===== config.mk =====
export PLATFORM = sky130hd
export DESIGN_NAME = wb_rr_arbiter_flat
export DESIGN_NICKNAME = d
export VERILOG_FILES = /design/src/rtl/wb_rr_arbiter_if.sv /design/src/rtl/wb_rr_arbiter.sv /design/src/flat_wrapper.sv
export SDC_FILE = /design/constraint.sdc
export NUM_CORES = 1
export LEC_CHECK = 0
export ABC_AREA = 0
export BUFFER_PORTS_ARGS = -buffer_cell sky130_fd_sc_hd__buf_2
export CORE_AREA = 2 2 124 126
export CTS_CLUSTER_DIAMETER = 40
export CTS_CLUSTER_SIZE = 25
export DETAILED_ROUTE_END_ITERATION = 10
export DIE_AREA = 0 0 126 128
export GPL_TIMING_DRIVEN = 0
export PLACE_DENSITY = 0.48
export SKIP_CTS_REPAIR_TIMING = 1
export SYNTH_ARGS = -nofsm -noshare
export SYNTH_HDL_FRONTEND = slang
export SYNTH_SLANG_ARGS = --single-unit

===== constraint.sdc =====
create_clock -name clk_i -period 1.8 [get_ports clk_i]
set_input_delay 0.18 -clock clk_i [delete_from_list [all_inputs] [get_ports clk_i]]
set_output_delay 0.18 -clock clk_i [all_outputs]
set_load 0.01 [all_outputs]

===== src/rtl/wb_rr_arbiter_if.sv =====
// Wishbone B3 signal bundle between MASTERS requesters, the round-robin arbiter and
// the single downstream slave path.
//   slave  : the arbiter's view (it is the slave of the requesters, master of the bus)
//   master : the environment's view (requesters plus the downstream slave)
interface wb_rr_arbiter_if #(
  parameter int MASTERS = 2
);
  logic [32*MASTERS-1:0] m_adr_i;
  logic [32*MASTERS-1:0] m_dat_i;
  logic [4*MASTERS-1:0]  m_sel_i;
  logic [MASTERS-1:0]    m_cyc_i;
  logic [MASTERS-1:0]    m_stb_i;
  logic [MASTERS-1:0]    m_we_i;
  logic [32*MASTERS-1:0] m_dat_o;
  logic [MASTERS-1:0]    m_ack_o;
  logic [MASTERS-1:0]    m_err_o;
  logic [31:0]           s_adr_o;
  logic [31:0]           s_dat_o;
  logic [3:0]            s_sel_o;
  logic                  s_we_o;
  logic                  s_cyc_o;
  logic                  s_stb_o;
  logic [31:0]           s_dat_i;
  logic                  s_ack_i;
  logic                  s_err_i;
  logic [MASTERS-1:0]    grant_o;

  modport slave (
    input  m_adr_i, m_dat_i, m_sel_i, m_cyc_i, m_stb_i, m_we_i,
    input  s_dat_i, s_ack_i, s_err_i,
    output m_dat_o, m_ack_o, m_err_o,
    output s_adr_o, s_dat_o, s_sel_o, s_we_o, s_cyc_o, s_stb_o,
    output grant_o
  );

  modport master (
    output m_adr_i, m_dat_i, m_sel_i, m_cyc_i, m_stb_i, m_we_i,
    output s_dat_i, s_ack_i, s_err_i,
    input  m_dat_o, m_ack_o, m_err_o,
    input  s_adr_o, s_dat_o, s_sel_o, s_we_o, s_cyc_o, s_stb_o,
    input  grant_o
  );
endinterface


===== src/rtl/wb_rr_arbiter.sv =====
// Round-robin Wishbone B3 arbiter: shares one slave-side path between MASTERS requesters.
// Ownership is taken at a registered edge and held for the whole cyc, so bursts and
// read-modify-write sequences stay atomic. While granted, the slave path is a purely
// combinational mux of the owner's signals.
// Optional build macro WB_ARB_TIMEOUT_EN adds a watchdog that ends a hung access with err
// after TIMEOUT_CYCLES unanswered strobe cycles.
module wb_rr_arbiter #(
  parameter int MASTERS        = 2,
  parameter int TIMEOUT_CYCLES = 255
) (
  input  logic           clk_i,
  input  logic           rst_i,
  wb_rr_arbiter_if.slave bus
);

  localparam int PW = (MASTERS > 1) ? $clog2(MASTERS) : 1;

  // Reject illegal configurations at elaboration time.
  if (MASTERS < 2 || MASTERS > 8) begin : g_bad_masters
    $error("wb_rr_arbiter: MASTERS must be 2..8");
  end
  if (TIMEOUT_CYCLES < 2 || TIMEOUT_CYCLES > 65535) begin : g_bad_timeout
    $error("wb_rr_arbiter: TIMEOUT_CYCLES must be 2..65535");
  end

`ifdef WB_ARB_TIMEOUT_EN
  typedef enum logic [1:0] {IDLE = 2'd0, GRANT = 2'd1, ERR = 2'd2} state_t;
`else
  typedef enum logic [1:0] {IDLE = 2'd0, GRANT = 2'd1} state_t;
`endif

  state_t             state_q, state_d;
  logic [MASTERS-1:0] grant_q, grant_d;
  logic [PW-1:0]      owner_q, owner_d;
  logic [PW-1:0]      last_q,  last_d;
  logic               timeout_hit;

  // Per-master views of the packed address/data/select buses.
  logic [31:0] adr_a [MASTERS];
  logic [31:0] dat_a [MASTERS];
  logic [3:0]  sel_a [MASTERS];

  for (genvar i = 0; i < MASTERS; i++) begin : g_unpack
    assign adr_a[i] = bus.m_adr_i[32*i +: 32];
    assign dat_a[i] = bus.m_dat_i[32*i +: 32];
    assign sel_a[i] = bus.m_sel_i[4*i +: 4];
  end

  // Read data goes to every slot; only the owner sees ack/err, so others ignore it.
  assign bus.m_dat_o = {MASTERS{bus.s_dat_i}};
  assign bus.grant_o = grant_q;

  // First requester found searching upward from last+1, wrapping at MASTERS-1.
  function automatic logic [PW-1:0] pick_next(input logic [MASTERS-1:0] req,
                                               input logic [PW-1:0]      last);
    logic [PW-1:0] win;
    logic [PW-1:0] cand;
    logic          found;
    win   = last;
    found = 1'b0;
    for (int k = 1; k <= MASTERS; k++) begin
      cand = PW'((int'(last) + k) % MASTERS);
      if (!found && req[cand]) begin
        found = 1'b1;
        win   = cand;
      end
    end
    return win;
  endfunction

`ifdef WB_ARB_TIMEOUT_EN
  logic [15:0] wd_cnt_q;

  // Terminal watchdog cycle: owner strobing, slave silent, count at its last value.
  // A slave ack/err in that same cycle wins and the access ends normally.
  assign timeout_hit = (state_q == GRANT) && bus.m_stb_i[owner_q] &&
                       !bus.s_ack_i && !bus.s_err_i &&
                       (wd_cnt_q == 16'(TIMEOUT_CYCLES - 1));

  // Watchdog counter: runs only across unanswered strobe cycles of the owner.
  always_ff @(posedge clk_i or posedge rst_i) begin
    if (rst_i) begin
      wd_cnt_q <= '0;
    end else if (state_q != GRANT || !bus.m_stb_i[owner_q] || bus.s_ack_i || bus.s_err_i) begin
      wd_cnt_q <= '0;
    end else begin
      wd_cnt_q <= wd_cnt_q + 16'd1;
    end
  end
`else
  assign timeout_hit = 1'b0;
`endif

  // Arbitration state register.
  always_ff @(posedge clk_i or posedge rst_i) begin
    // NOTE: state uses non-blocking assignments so every flop samples pre-edge values.
    if (rst_i) begin
      state_q <= IDLE;
      grant_q <= '0;
      owner_q <= '0;
      last_q  <= PW'(MASTERS - 1);
    end else begin
      state_q <= state_d;
      grant_q <= grant_d;
      owner_q <= owner_d;
      last_q  <= last_d;
    end
  end

  // Next-state: grant on request from IDLE, release when the owner drops cyc.
  always_comb begin
    // NOTE: every output of this block is defaulted first so no latch is inferred.
    state_d = state_q;
    grant_d = grant_q;
    owner_d = owner_q;
    last_d  = last_q;
    unique case (state_q)
      IDLE: begin
        if (|bus.m_cyc_i) begin
          owner_d = pick_next(bus.m_cyc_i, last_q);
          grant_d = MASTERS'(1) << owner_d;
          state_d = GRANT;
        end
      end
      GRANT: begin
        if (!bus.m_cyc_i[owner_q]) begin
          state_d = IDLE;
          grant_d = '0;
          last_d  = owner_q;
        end else if (timeout_hit) begin
`ifdef WB_ARB_TIMEOUT_EN
          state_d = ERR;
`endif
        end
      end
`ifdef WB_ARB_TIMEOUT_EN
      ERR: begin
        if (!bus.m_cyc_i[owner_q]) begin
          state_d = IDLE;
          grant_d = '0;
          last_d  = owner_q;
        end
      end
`endif
      default: begin
        state_d = IDLE;
        grant_d = '0;
      end
    endcase
  end

  // Slave-side mux and owner ack/err routing; everything idles at 0.
  always_comb begin
    bus.s_adr_o = '0;
    bus.s_dat_o = '0;
    bus.s_sel_o = '0;
    bus.s_we_o  = 1'b0;
    bus.s_cyc_o = 1'b0;
    bus.s_stb_o = 1'b0;
    bus.m_ack_o = '0;
    bus.m_err_o = '0;
    if (state_q == GRANT) begin
      bus.s_adr_o          = adr_a[owner_q];
      bus.s_dat_o          = dat_a[owner_q];
      bus.s_sel_o          = sel_a[owner_q];
      bus.s_we_o           = bus.m_we_i[owner_q];
      bus.s_cyc_o          = bus.m_cyc_i[owner_q];
      bus.s_stb_o          = bus.m_stb_i[owner_q];
      bus.m_ack_o[owner_q] = bus.s_ack_i;
      bus.m_err_o[owner_q] = bus.s_err_i | timeout_hit;
    end
  end

endmodule


===== src/flat_wrapper.sv =====
// flat-port wrapper written by rule: the top's interface ports become plain ports
module wb_rr_arbiter_flat 
#(
  parameter int MASTERS        = 2,
  parameter int TIMEOUT_CYCLES = 255
)
  (clk_i, rst_i, bus_m_adr_i, bus_m_dat_i, bus_m_sel_i, bus_m_cyc_i, bus_m_stb_i, bus_m_we_i, bus_s_dat_i, bus_s_ack_i, bus_s_err_i, bus_m_dat_o, bus_m_ack_o, bus_m_err_o, bus_s_adr_o, bus_s_dat_o, bus_s_sel_o, bus_s_we_o, bus_s_cyc_o, bus_s_stb_o, bus_grant_o);
  wb_rr_arbiter_if #(.MASTERS(MASTERS)) bus_i ();
  input  logic clk_i;
  input  logic rst_i;
  input wire logic [$bits(bus_i.m_adr_i)-1:0] bus_m_adr_i;
  input wire logic [$bits(bus_i.m_dat_i)-1:0] bus_m_dat_i;
  input wire logic [$bits(bus_i.m_sel_i)-1:0] bus_m_sel_i;
  input wire logic [$bits(bus_i.m_cyc_i)-1:0] bus_m_cyc_i;
  input wire logic [$bits(bus_i.m_stb_i)-1:0] bus_m_stb_i;
  input wire logic [$bits(bus_i.m_we_i)-1:0] bus_m_we_i;
  input wire logic [$bits(bus_i.s_dat_i)-1:0] bus_s_dat_i;
  input wire logic [$bits(bus_i.s_ack_i)-1:0] bus_s_ack_i;
  input wire logic [$bits(bus_i.s_err_i)-1:0] bus_s_err_i;
  output wire logic [$bits(bus_i.m_dat_o)-1:0] bus_m_dat_o;
  output wire logic [$bits(bus_i.m_ack_o)-1:0] bus_m_ack_o;
  output wire logic [$bits(bus_i.m_err_o)-1:0] bus_m_err_o;
  output wire logic [$bits(bus_i.s_adr_o)-1:0] bus_s_adr_o;
  output wire logic [$bits(bus_i.s_dat_o)-1:0] bus_s_dat_o;
  output wire logic [$bits(bus_i.s_sel_o)-1:0] bus_s_sel_o;
  output wire logic [$bits(bus_i.s_we_o)-1:0] bus_s_we_o;
  output wire logic [$bits(bus_i.s_cyc_o)-1:0] bus_s_cyc_o;
  output wire logic [$bits(bus_i.s_stb_o)-1:0] bus_s_stb_o;
  output wire logic [$bits(bus_i.grant_o)-1:0] bus_grant_o;
  assign bus_i.m_adr_i = bus_m_adr_i;
  assign bus_i.m_dat_i = bus_m_dat_i;
  assign bus_i.m_sel_i = bus_m_sel_i;
  assign bus_i.m_cyc_i = bus_m_cyc_i;
  assign bus_i.m_stb_i = bus_m_stb_i;
  assign bus_i.m_we_i = bus_m_we_i;
  assign bus_i.s_dat_i = bus_s_dat_i;
  assign bus_i.s_ack_i = bus_s_ack_i;
  assign bus_i.s_err_i = bus_s_err_i;
  assign bus_m_dat_o = bus_i.m_dat_o;
  assign bus_m_ack_o = bus_i.m_ack_o;
  assign bus_m_err_o = bus_i.m_err_o;
  assign bus_s_adr_o = bus_i.s_adr_o;
  assign bus_s_dat_o = bus_i.s_dat_o;
  assign bus_s_sel_o = bus_i.s_sel_o;
  assign bus_s_we_o = bus_i.s_we_o;
  assign bus_s_cyc_o = bus_i.s_cyc_o;
  assign bus_s_stb_o = bus_i.s_stb_o;
  assign bus_grant_o = bus_i.grant_o;
  wb_rr_arbiter #(.MASTERS(MASTERS), .TIMEOUT_CYCLES(TIMEOUT_CYCLES)) u_core (.clk_i(clk_i), .rst_i(rst_i), .bus(bus_i));
endmodule

==> results.toml <==
[synth]
synth_warnings = 0
yosysUniqueCellTypes = 22
syn_area_per_cell_um2 = 8.03
seq_area_frac_synth_pct = 6.25
synth_common_cells = "mux2i_1, nor2b_1, buf_4"
synthFlopType = "dfrtp_1"
synth_seq_cells = 5
synth-edff-count = 0
synth_area_leader_cell = "mux2i_1"
synthTopCellsByArea = "mux2i_1, buf_4, nor2b_1"
syn-cell-area_um2 = 2020
syn-num-nets = 430
syn_inst = 252
synth_top_cell_area_share_pct = 35.1
ys_async_sr_fraction_pct = 100

[power_and_ir_drop]
ir_drop_uv = 491
leakage_nw = 2.32
p_per_area_nw_per_um2 = 843

[global_route]
overflow = 0
grt_pass1_wl_um = 12100
antenna_found_initial = 0
grt_max_degree = 11
grt_pass1_vias = 2387
grt_usage_pct = 9.33

[sta]
clock_skew_ns = 0.00315
tns_ns = 0
finalSetupViolCount = 0
tightest_slew_ns = 0.349
fmax_mhz = 580
finalMaxSlewViolations = 0
hold_viol_final = 0
setup_slack_ns = 0.0746
finalCriticalPeriod_ns = 1.73
timing.hold.ws_ns = 0.323
relSlewSlack_pct = 76.7
fin_crit_sh_pct = 95.9

[floorplanning]
num_io_pins = 319
dieArea_um2 = 16100
start_util_pct = 13.6
core-area_um2 = 14900
row_count = 45
die-width_um = 126
die_y_um = 128

[detailed_routing]
vias_per_cell = 3.63
wl_um = 8820
drt_iter0_drc = 48
wl_per_cell_um = 12.1
detail-route-antenna-nets = 0
first_pass_iters = 4
vias = 2653
drc = 0

[clock_network]
cts.sinks = 5
cts_tree = "built"
cts_max_level = 1
path_clk_slew_ns = 0.03
clockBufferDepth = 2
cts_root_buf = "clkbuf_16"
insertion_delay_ns = 0.23
numCtsBuffers = 3

[final_layout]
seq_area_um2 = 126
fillCellCount = 1675
insertedDiodeCount = 0
multiInputGateArea_um2 = 1300
drive_gt1_share_pct = 68.1
syn_to_final_growth_pct = 87.6
nNetsFinal = 722

[place]
io_buffer_count = 286
place_congestion = 0.717
dpl.hpwl_um = 7770
pre_cts_ws_ns = 0.00123

[critical_path]
cp_cell_sequence = "buf_6 -> clkbuf_4 -> mux2i_1 -> nor2b_1 -> buf_2"
slowest_stage = "mux2i_1"
critPathBufInv = 3
cp_slowest_stage_delay_ns = 0.34
startpoint_type = "register"
crit_family = "buffers and inverters"
crit_fanout = 10
critical_path.endpoint_type = "output port"
required_ns = 1.62
arrival_ns = 1.55
critical_path_class = "reg2out"

[flow_run]
cap_viol_max_count = 0

[run_status]
status = "completed"

[min_path]
holdCritPathClass = "in2reg"
logic make-up (layout without fill, tap and decap cells):
| kind of cell | Yosys count | after routing | synth area share (%) |
|---|---|---|---|
| buffers and inverters | 85 | 376 | 30.0 |
| AO/OA/AOI/OAI | 7 | 7 | 2.35 |
| flip-flops | 5 | 5 | 6.25 |
| AND/OR/NAND/NOR | 83 | 83 | 25.2 |
| multiplexers | 72 | 72 | 36.2 |
worst register-to-register path, cell delays in order, from the launching register on:
cell	delay, ns
dfrtp_1	0.33
buf_6	0.12
buf_8	0.18
mux2i_4	0.30
mux2i_1	0.11
a22o_1	0.18
report_power, final:
part,switching [mW],internal [mW],total [mW]
clock,0.0734,0.294,0.367
sequential,0.0278,0.162,0.189
combinational,1.32,1.32,2.64
cell type report:
| cell class | count | area share (%) |
|---|---|---|
| buffer | 82 | 16.0 |
| inverter | 3 | 0.297 |
| timing repair buffer | 287 | 38.0 |
| tap | 188 | 6.20 |
| multi-input combinational | 162 | 34.1 |
| sequential | 5 | 3.33 |
| clock buffer | 4 | 2.08 |
placed cells by master (no fill, tap or decap), types with 2 or more instances in the layout:
cell	synthesis	layout
inv_1	3	3
a21oi_1	2	2
nand2b_1	2	2
nor2b_1	71	70
and3_1	2	2
mux2i_1	71	70
dfrtp_1	4	4
clkbuf_16	0	3
and3b_1	2	2
nor2_1	3	3
clkbuf_4	0	3
nand2_1	3	3
buf_6	4	4
clkbuf_1	8	6
clkbuf_2	0	2
buf_2	5	289
buf_4	64	64
routing by layer:
layer  global-route usage [%]  part of all wire (%)  up-vias
met5                        0                     0        -
met1                     10.8                    38     1116
met4                     1.68                  0.78        0
met2                     17.6                    50      184
met3                     2.17                    11        8
li1                         -                     -     1345
final timing paths:
| kind | start | endpoint | slack, ns | cells after the start |
|---|---|---|---|---|
| max | u_core.owner_q$_DFFE_PP0P_ | bus_s_dat_o[3] | 0.07 | 5 |
| min | bus_m_cyc_i[1] | u_core.bus.grant_o[0]$_DFFE_PP0P_ | 0.32 | 3 |
| max reg2reg | u_core.owner_q$_DFFE_PP0P_ | u_core.bus.grant_o[0]$_DFFE_PP0P_ | 0.47 | 5 |
| min reg2reg | u_core.bus.grant_o[0]$_DFFE_PP0P_ | u_core.bus.grant_o[0]$_DFFE_PP0P_ | 0.50 | 1 |
| max in group asynchronous | rst_i | u_core.last_q$_DFFE_PP1P_ | 1.16 | 3 |
| min in group asynchronous | rst_i | u_core.bus.grant_o[1]$_DFFE_PP0P_ | 0.39 | 3 |
flip-flops by register name, indices dropped and copies added (netlist names):
signal	cells
u_core.bus.grant_o	2
u_core.last_q	1
u_core.owner_q	1
u_core.state_q	1
metrics by stage:
step | area [µm²] | total power [mW] | util (%) | cells
final | 3800 | 3.20 | 25.5 | 731
after global routing | 3800 | 3.45 | 25.5 | 731
after CTS | 3770 | 3.25 | 25.4 | 730
after detailed placement | 3690 | 2.87 | 24.8 | 726
after global placement | 3690 | 2.88 | 24.8 | 726
after floorplan | 2020 | 1.91 | - | 252
Note: power is estimated with default switching activity, not from simulation.
